--- src/rtl/vectrex_cart_loader.sv ---
// ============================================================================
// Module   : vectrex_cart_loader
// Brief    : Turns the ioctl download stream into cartridge-memory writes,
//            tracks the image address mask and sequences the core reset
//            (including the optional skip-logo pulse).
//            Optional checksum accumulator: define CART_LOADER_CKSUM_EN.
// Revision : 1.0 - initial release
// ============================================================================
`default_nettype none

module vectrex_cart_loader #(
    parameter int ADDR_W     = 15,
    parameter int SKIP_DELAY = 5000000,
    parameter int SKIP_PULSE = 1000
) (
    input  logic              clk_sys_i,
    input  logic              reset_n_i,
    input  logic              ioctl_download_i,
    input  logic              ioctl_wr_i,
    input  logic [24:0]       ioctl_addr_i,
    input  logic [7:0]        ioctl_dout_i,
    input  logic              skip_logo_i,
    output logic              cart_wr_o,
    output logic [ADDR_W-1:0] cart_addr_o,
    output logic [7:0]        cart_data_o,
    output logic [ADDR_W-1:0] cart_mask_o,
    output logic              core_reset_o,
    output logic              loaded_o,
    output logic              overflow_o,
    output logic [15:0]       cksum_o
);

    typedef enum logic [1:0] {
        ST_IDLE  = 2'd0,
        ST_LOAD  = 2'd1,
        ST_WAIT  = 2'd2,
        ST_PULSE = 2'd3
    } state_t;

    localparam logic [22:0] c_WAIT_CNT  = 23'(SKIP_DELAY - SKIP_PULSE - 1);
    localparam logic [22:0] c_PULSE_CNT = 23'(SKIP_PULSE - 1);

    state_t              state_q;
    logic [22:0]         cnt_q;
    logic                old_dl_q;
    logic                armed_q;
    logic                cart_wr_q;
    logic [ADDR_W-1:0]   cart_addr_q;
    logic [7:0]          cart_data_q;
    logic [ADDR_W-1:0]   cart_mask_q;
    logic [ADDR_W-1:0]   cart_mask_d;
    logic                overflow_q;
    logic                overflow_d;
    logic                core_reset_q;
    logic                loaded_q;

    logic                w_rise;
    logic                w_fall;
    logic                w_strobe;
    logic                w_in_range;
    logic                w_accept;
    logic [ADDR_W-1:0]   w_mask_base;

    // armed_q blocks edge detection until the download has been seen low,
    // so a download still active when reset releases is not re-detected.
    assign w_rise      = ioctl_download_i & ~old_dl_q & armed_q;
    assign w_fall      = ~ioctl_download_i & old_dl_q;
    assign w_strobe    = ioctl_download_i & ioctl_wr_i;
    assign w_in_range  = (ioctl_addr_i[24:ADDR_W] == '0);
    assign w_accept    = w_strobe & w_in_range;
    assign w_mask_base = w_rise ? '0 : cart_mask_q;

    always_comb begin
        cart_mask_d = w_mask_base;
        if (w_accept && ((ioctl_addr_i[ADDR_W-1:0] & ~w_mask_base) != '0)) begin
            cart_mask_d = {w_mask_base[ADDR_W-2:0], 1'b1};
        end
        overflow_d = w_rise ? 1'b0 : overflow_q;
        if (w_strobe && !w_in_range) begin
            overflow_d = 1'b1;
        end
    end

    always_ff @(posedge clk_sys_i or negedge reset_n_i) begin
        if (!reset_n_i) begin
            old_dl_q    <= 1'b0;
            armed_q     <= 1'b0;
            cart_wr_q   <= 1'b0;
            cart_addr_q <= '0;
            cart_data_q <= '0;
            cart_mask_q <= '0;
            overflow_q  <= 1'b0;
        end else begin
            old_dl_q    <= ioctl_download_i;
            armed_q     <= armed_q | ~ioctl_download_i;
            cart_wr_q   <= w_accept;
            cart_mask_q <= cart_mask_d;
            overflow_q  <= overflow_d;
            if (w_accept) begin
                cart_addr_q <= ioctl_addr_i[ADDR_W-1:0];
                cart_data_q <= ioctl_dout_i;
            end
        end
    end

    always_ff @(posedge clk_sys_i or negedge reset_n_i) begin
        if (!reset_n_i) begin
            state_q      <= ST_IDLE;
            cnt_q        <= '0;
            core_reset_q <= 1'b0;
            loaded_q     <= 1'b0;
        end else begin
            unique case (state_q)
                ST_IDLE: begin
                    if (w_rise) begin
                        state_q      <= ST_LOAD;
                        core_reset_q <= 1'b1;
                    end
                end
                ST_LOAD: begin
                    if (w_fall) begin
                        loaded_q     <= 1'b1;
                        core_reset_q <= 1'b0;
                        if (skip_logo_i) begin
                            state_q <= ST_WAIT;
                            cnt_q   <= c_WAIT_CNT;
                        end else begin
                            state_q <= ST_IDLE;
                        end
                    end
                end
                ST_WAIT: begin
                    if (w_rise) begin
                        state_q      <= ST_LOAD;
                        core_reset_q <= 1'b1;
                    end else if (cnt_q == '0) begin
                        state_q      <= ST_PULSE;
                        cnt_q        <= c_PULSE_CNT;
                        core_reset_q <= 1'b1;
                    end else begin
                        cnt_q <= cnt_q - 23'd1;
                    end
                end
                ST_PULSE: begin
                    if (w_rise) begin
                        state_q      <= ST_LOAD;
                        core_reset_q <= 1'b1;
                    end else if (cnt_q == '0) begin
                        state_q      <= ST_IDLE;
                        core_reset_q <= 1'b0;
                    end else begin
                        cnt_q <= cnt_q - 23'd1;
                    end
                end
                default: begin
                    state_q      <= ST_IDLE;
                    core_reset_q <= 1'b0;
                end
            endcase
        end
    end

`ifdef CART_LOADER_CKSUM_EN
    logic [15:0] cksum_q;
    logic [15:0] cksum_d;

    always_comb begin
        cksum_d = w_rise ? 16'h0000 : cksum_q;
        if (w_accept) begin
            cksum_d = cksum_d + {8'h00, ioctl_dout_i};
        end
    end

    always_ff @(posedge clk_sys_i or negedge reset_n_i) begin
        if (!reset_n_i) begin
            cksum_q <= 16'h0000;
        end else begin
            cksum_q <= cksum_d;
        end
    end

    assign cksum_o = cksum_q;
`else
    assign cksum_o = 16'h0000;
`endif

    assign cart_wr_o    = cart_wr_q;
    assign cart_addr_o  = cart_addr_q;
    assign cart_data_o  = cart_data_q;
    assign cart_mask_o  = cart_mask_q;
    assign core_reset_o = core_reset_q;
    assign loaded_o     = loaded_q;
    assign overflow_o   = overflow_q;

endmodule

`default_nettype wire

--- config.mk ---
export PLATFORM = sky130hd
export DESIGN_NAME = vectrex_cart_loader
export DESIGN_NICKNAME = d
export VERILOG_FILES = /design/src/rtl/vectrex_cart_loader.sv
export SDC_FILE = /design/constraint.sdc
export NUM_CORES = 1
export LEC_CHECK = 0
export ABC_AREA = 0
export BUFFER_PORTS_ARGS = -buffer_cell sky130_fd_sc_hd__buf_2
export CORE_ASPECT_RATIO = 1.1
export CORE_MARGIN = 4
export CORE_UTILIZATION = 50
export DETAILED_ROUTE_END_ITERATION = 8
export GPL_TIMING_DRIVEN = 0
export HOLD_SLACK_MARGIN = 0.05
export PLACE_DENSITY = 0.77
export SLEW_MARGIN = 20
export SYNTH_ARGS = -nofsm -noshare
export SYNTH_HDL_FRONTEND = slang
export SYNTH_SLANG_ARGS = --single-unit
--- constraint.sdc ---
create_clock -name clk_sys_i -period 3.7 [get_ports clk_sys_i]
set_input_delay 0.925 -clock clk_sys_i [delete_from_list [all_inputs] [get_ports clk_sys_i]]
set_output_delay 0.925 -clock clk_sys_i [all_outputs]
set_load 0.05 [all_outputs]
==> run_results.csv <==
group,metric,value,unit
floorplan,num_rows,31,
setup_path,endpoint_kind,"flop",
logic_synthesis,synth_edf_count,0,
setup_path,timing.critical_path.cells,"buf_2 > nor4_1 > nand3_1 > or2_2 > clkbuf_1 > a31oi_1 > buf_2 > mux2i_1 > nor2_1",
logic_synthesis,ys_seq_elements,69,
cts,post_cts_buffers,0,
global_route,grtUsageTotal,21.35,%
setup_path,crit_slowest_cell,"a31oi_1",
logic_synthesis,synth_common_cells,"69 x dfrtp_1, 69 x nand2_1, 38 x nor2_1",
cts,numCtsBuffers,9,
logic_synthesis,synth_area_leader_cell,"dfrtp_1",
route,wirelength,8.439,mm
timing,finalCriticalPeriod,3.012,ns
cells_and_area,n_fill_cell,585,
cts,clk_path_buf_depth,2,
setup_path,cp_max_fo,10,
route,first_iter_violations,121,
global_route,antenna_found_initial,0,
route,vias_per_cell,5.300,
global_route,grt_pass1_wl,14.02,mm
cells_and_area,syn2layout_area_growth,23.42,%
route,drc,0,
cts,ctsHoldBuffers,0,
flow_run,drv_cap,0,
logic_synthesis,yosysUniqueCellTypes,53,
floorplan,ioPinCount,96,
global_route,grt_pass1_vias,3054,
timing,period_share,81.41,%
logic_synthesis,synthArstFlopShare,100.0,%
timing,fin_skew,0.007709,ns
logic_synthesis,syn-cell-area,3457,µm²
cts,insertion_delay,0.33,ns
placement,place.gp.congestion,0.8980,
cells_and_area,antenna_cells,0,
placement,io_buffers,79,
logic_synthesis,ys_top_cells_by_area,"dfrtp_1 50%, nand2_1 7.5%, mux2i_1 4.3%, nor2_1 4.1%, buf_4 3.5%",
global_route,grt_max_degree,57,
floorplan,die_w,87.28,µm
setup_path,cp_data_arrival_time,3.21,ns
setup_path,worst-setup-path-type,"input port to flop",
timing,tightest_slew,0.6494,ns
floorplan,initial_core_util,51.82,%
power,leakage,0.002140,µW
cells_and_area,layout-drive-gt1-share,26.02,%
outcome,status,"finished clean",
cts,clockRootBuffer,"clkbuf_8",
timing,slew_headroom,55.59,%
route,ant_nets,0,
floorplan,die_h,95.21,µm
global_route,overflow,0,
setup_path,critPathRequiredTime,3.90,ns
setup_path,cpPeakStageDelay,0.55,ns
logic_synthesis,ys_seq_area_share,49.95,%
setup_path,critPathLaunchType,"input port",
power,power_density,483.7,nW/µm²
logic_synthesis,synth_flop_cell,"dfrtp_1",
power,power.total,2064,µW
logic_synthesis,synth_top_area_share,49.95,%
logic_synthesis,synthCells,381,
placement,dpl.hpwl,6.304,mm
logic_synthesis,yosysWarnings,0,
route,first_pass_iters,4,
cts,h-tree-depth,3,
cts,cts_tree,"built",
worst_hold_path,hold_class,"input port to asynchronous set/reset pin",
cts,cts.clk_slew.worst_paths,0.07,ns
cts,cts_resized,0,
timing,rsz0062_at_grt,"no",
power,ir_worst_vdd,300.6,µV
cts,cts.sinks,69,
timing,fmax,332.0,MHz
cells_and_area,multi_input_area,1511,µm²
setup_path,worst_path_most_repeated_cell,"buf_2",
timing,tns,0,ns
cells_and_area,seq_area,1727,µm²
timing,maxSlewViolCount,0,
route,via_count,3042,
route,avgRoutedWirePerCell,14.70,µm
logic_synthesis,synth_area_per_cell,9.074,µm²
cells_and_area,nets,527,
timing,hold_viol,0,
floorplan,die-area,8310,µm²
timing,setup_viol,0,
floorplan,core-area,6671,µm²
==> cell usage in the layout (no fill, tap or decap), drive strengths merged, types with 2 or more instances in the layout <==
cell	Yosys	final
buf	24	104
nand2	69	69
dfrtp	69	69
nor2	40	40
clkbuf	11	23
inv	20	20
nor3	19	19
o21ai	17	17
conb	1	16
mux2i	15	15
a21oi	15	15
xnor2	11	11
nor4	10	10
nand3	8	8
o22ai	6	6
or4	4	4
or2	3	3
nand2b	3	3
a221oi	2	2
nand3b	2	2
nand4	2	2
nor4b	2	2
or3	2	2
and2	2	2
ha	2	2
bufinv	0	2
clkinv	0	2
a21o	2	2
==> flip-flops by register name, indices dropped and copies added (netlist names) <==
register	count
cart_addr_o	15
armed_q	1
old_dl_q	1
cart_wr_o	1
overflow_o	1
cnt_q	23
loaded_o	1
state_q	2
core_reset_o	1
cart_mask_o	15
cart_data_o	8
==> layer usage <==
layer  GRT usage [%]  vias to the layer above  part of all wire, %
met5               0                        -                    0
met4           8.184                        0                  1.3
met3           3.371                       11                  5.6
met2           37.25                       92                   52
met1           26.41                     1464                   41
li1                -                     1475                    -
==> final cells by class <==
class / count / share of cell area (%)
timing repair buffer: 80 / 9.971
inverter: 20 / 1.760
clock buffer: 12 / 3.636
clock inverter: 4 / 1.642
buffer: 35 / 4.692
multi-input combinational: 272 / 35.43
sequential: 69 / 40.47
tap: 82 / 2.405
==> final timing paths <==
check                            startpoint        endpoint  slack (ns)  depth (start not counted)
max in group asynchronous         reset_n_i  cart_addr_o[6]        2.73                          2
max                        ioctl_addr_i[20]  cart_mask_o[5]        0.69                          9
min in group clk_sys_i             loaded_o        loaded_o        0.47                          1
min                               reset_n_i        loaded_o        0.44                          1
max reg2reg                        cnt_q[4]        cnt_q[2]        0.97                          9
min reg2reg                        loaded_o        loaded_o        0.47                          1
==> where the power goes <==
part	internal, µW	switching (µW)	total (µW)
Combinational	164	302	466
Clock	415	277	692
Sequential	832	73.7	906
==> cells by family (layout without fill, tap and decap cells) <==
logic type / Yosys count / in the layout / synth area share (%)
AO/OA/AOI/OAI: 53 / 53 / 9.592
XOR/XNOR: 11 / 11 / 2.787
adder cells (fa/ha/maj): 2 / 2 / 0.7237
buffers and inverters: 55 / 151 / 7.962
flip-flops: 69 / 69 / 49.95
multiplexers: 15 / 15 / 4.343
other: 1 / 16 / 0.1085
AND/OR/NAND/NOR: 175 / 175 / 24.54
==> metrics by stage <==
stage	util, %	cells	setup WS [ns]	hold slack [ns]	area (µm²)
after floorplan	-	396	0.8549	0.4502	3513
after global placement	60.13	557	0.4623	0.4494	4011
after detailed placement	60.58	558	0.3362	0.4572	4041
after CTS	63.95	574	0.6972	0.4266	4267
after global routing	63.95	574	0.5152	0.4334	4267
final	63.95	574	0.6879	0.4373	4267
==> critical path: cells and delay by family <==
kind	cells	cell delay (ns)
compound gates	1	0.55
mux	1	0.23
simple gates	4	0.80
buf+inv	3	0.70
No activity file was read; power rests on OpenSTA's default activity.
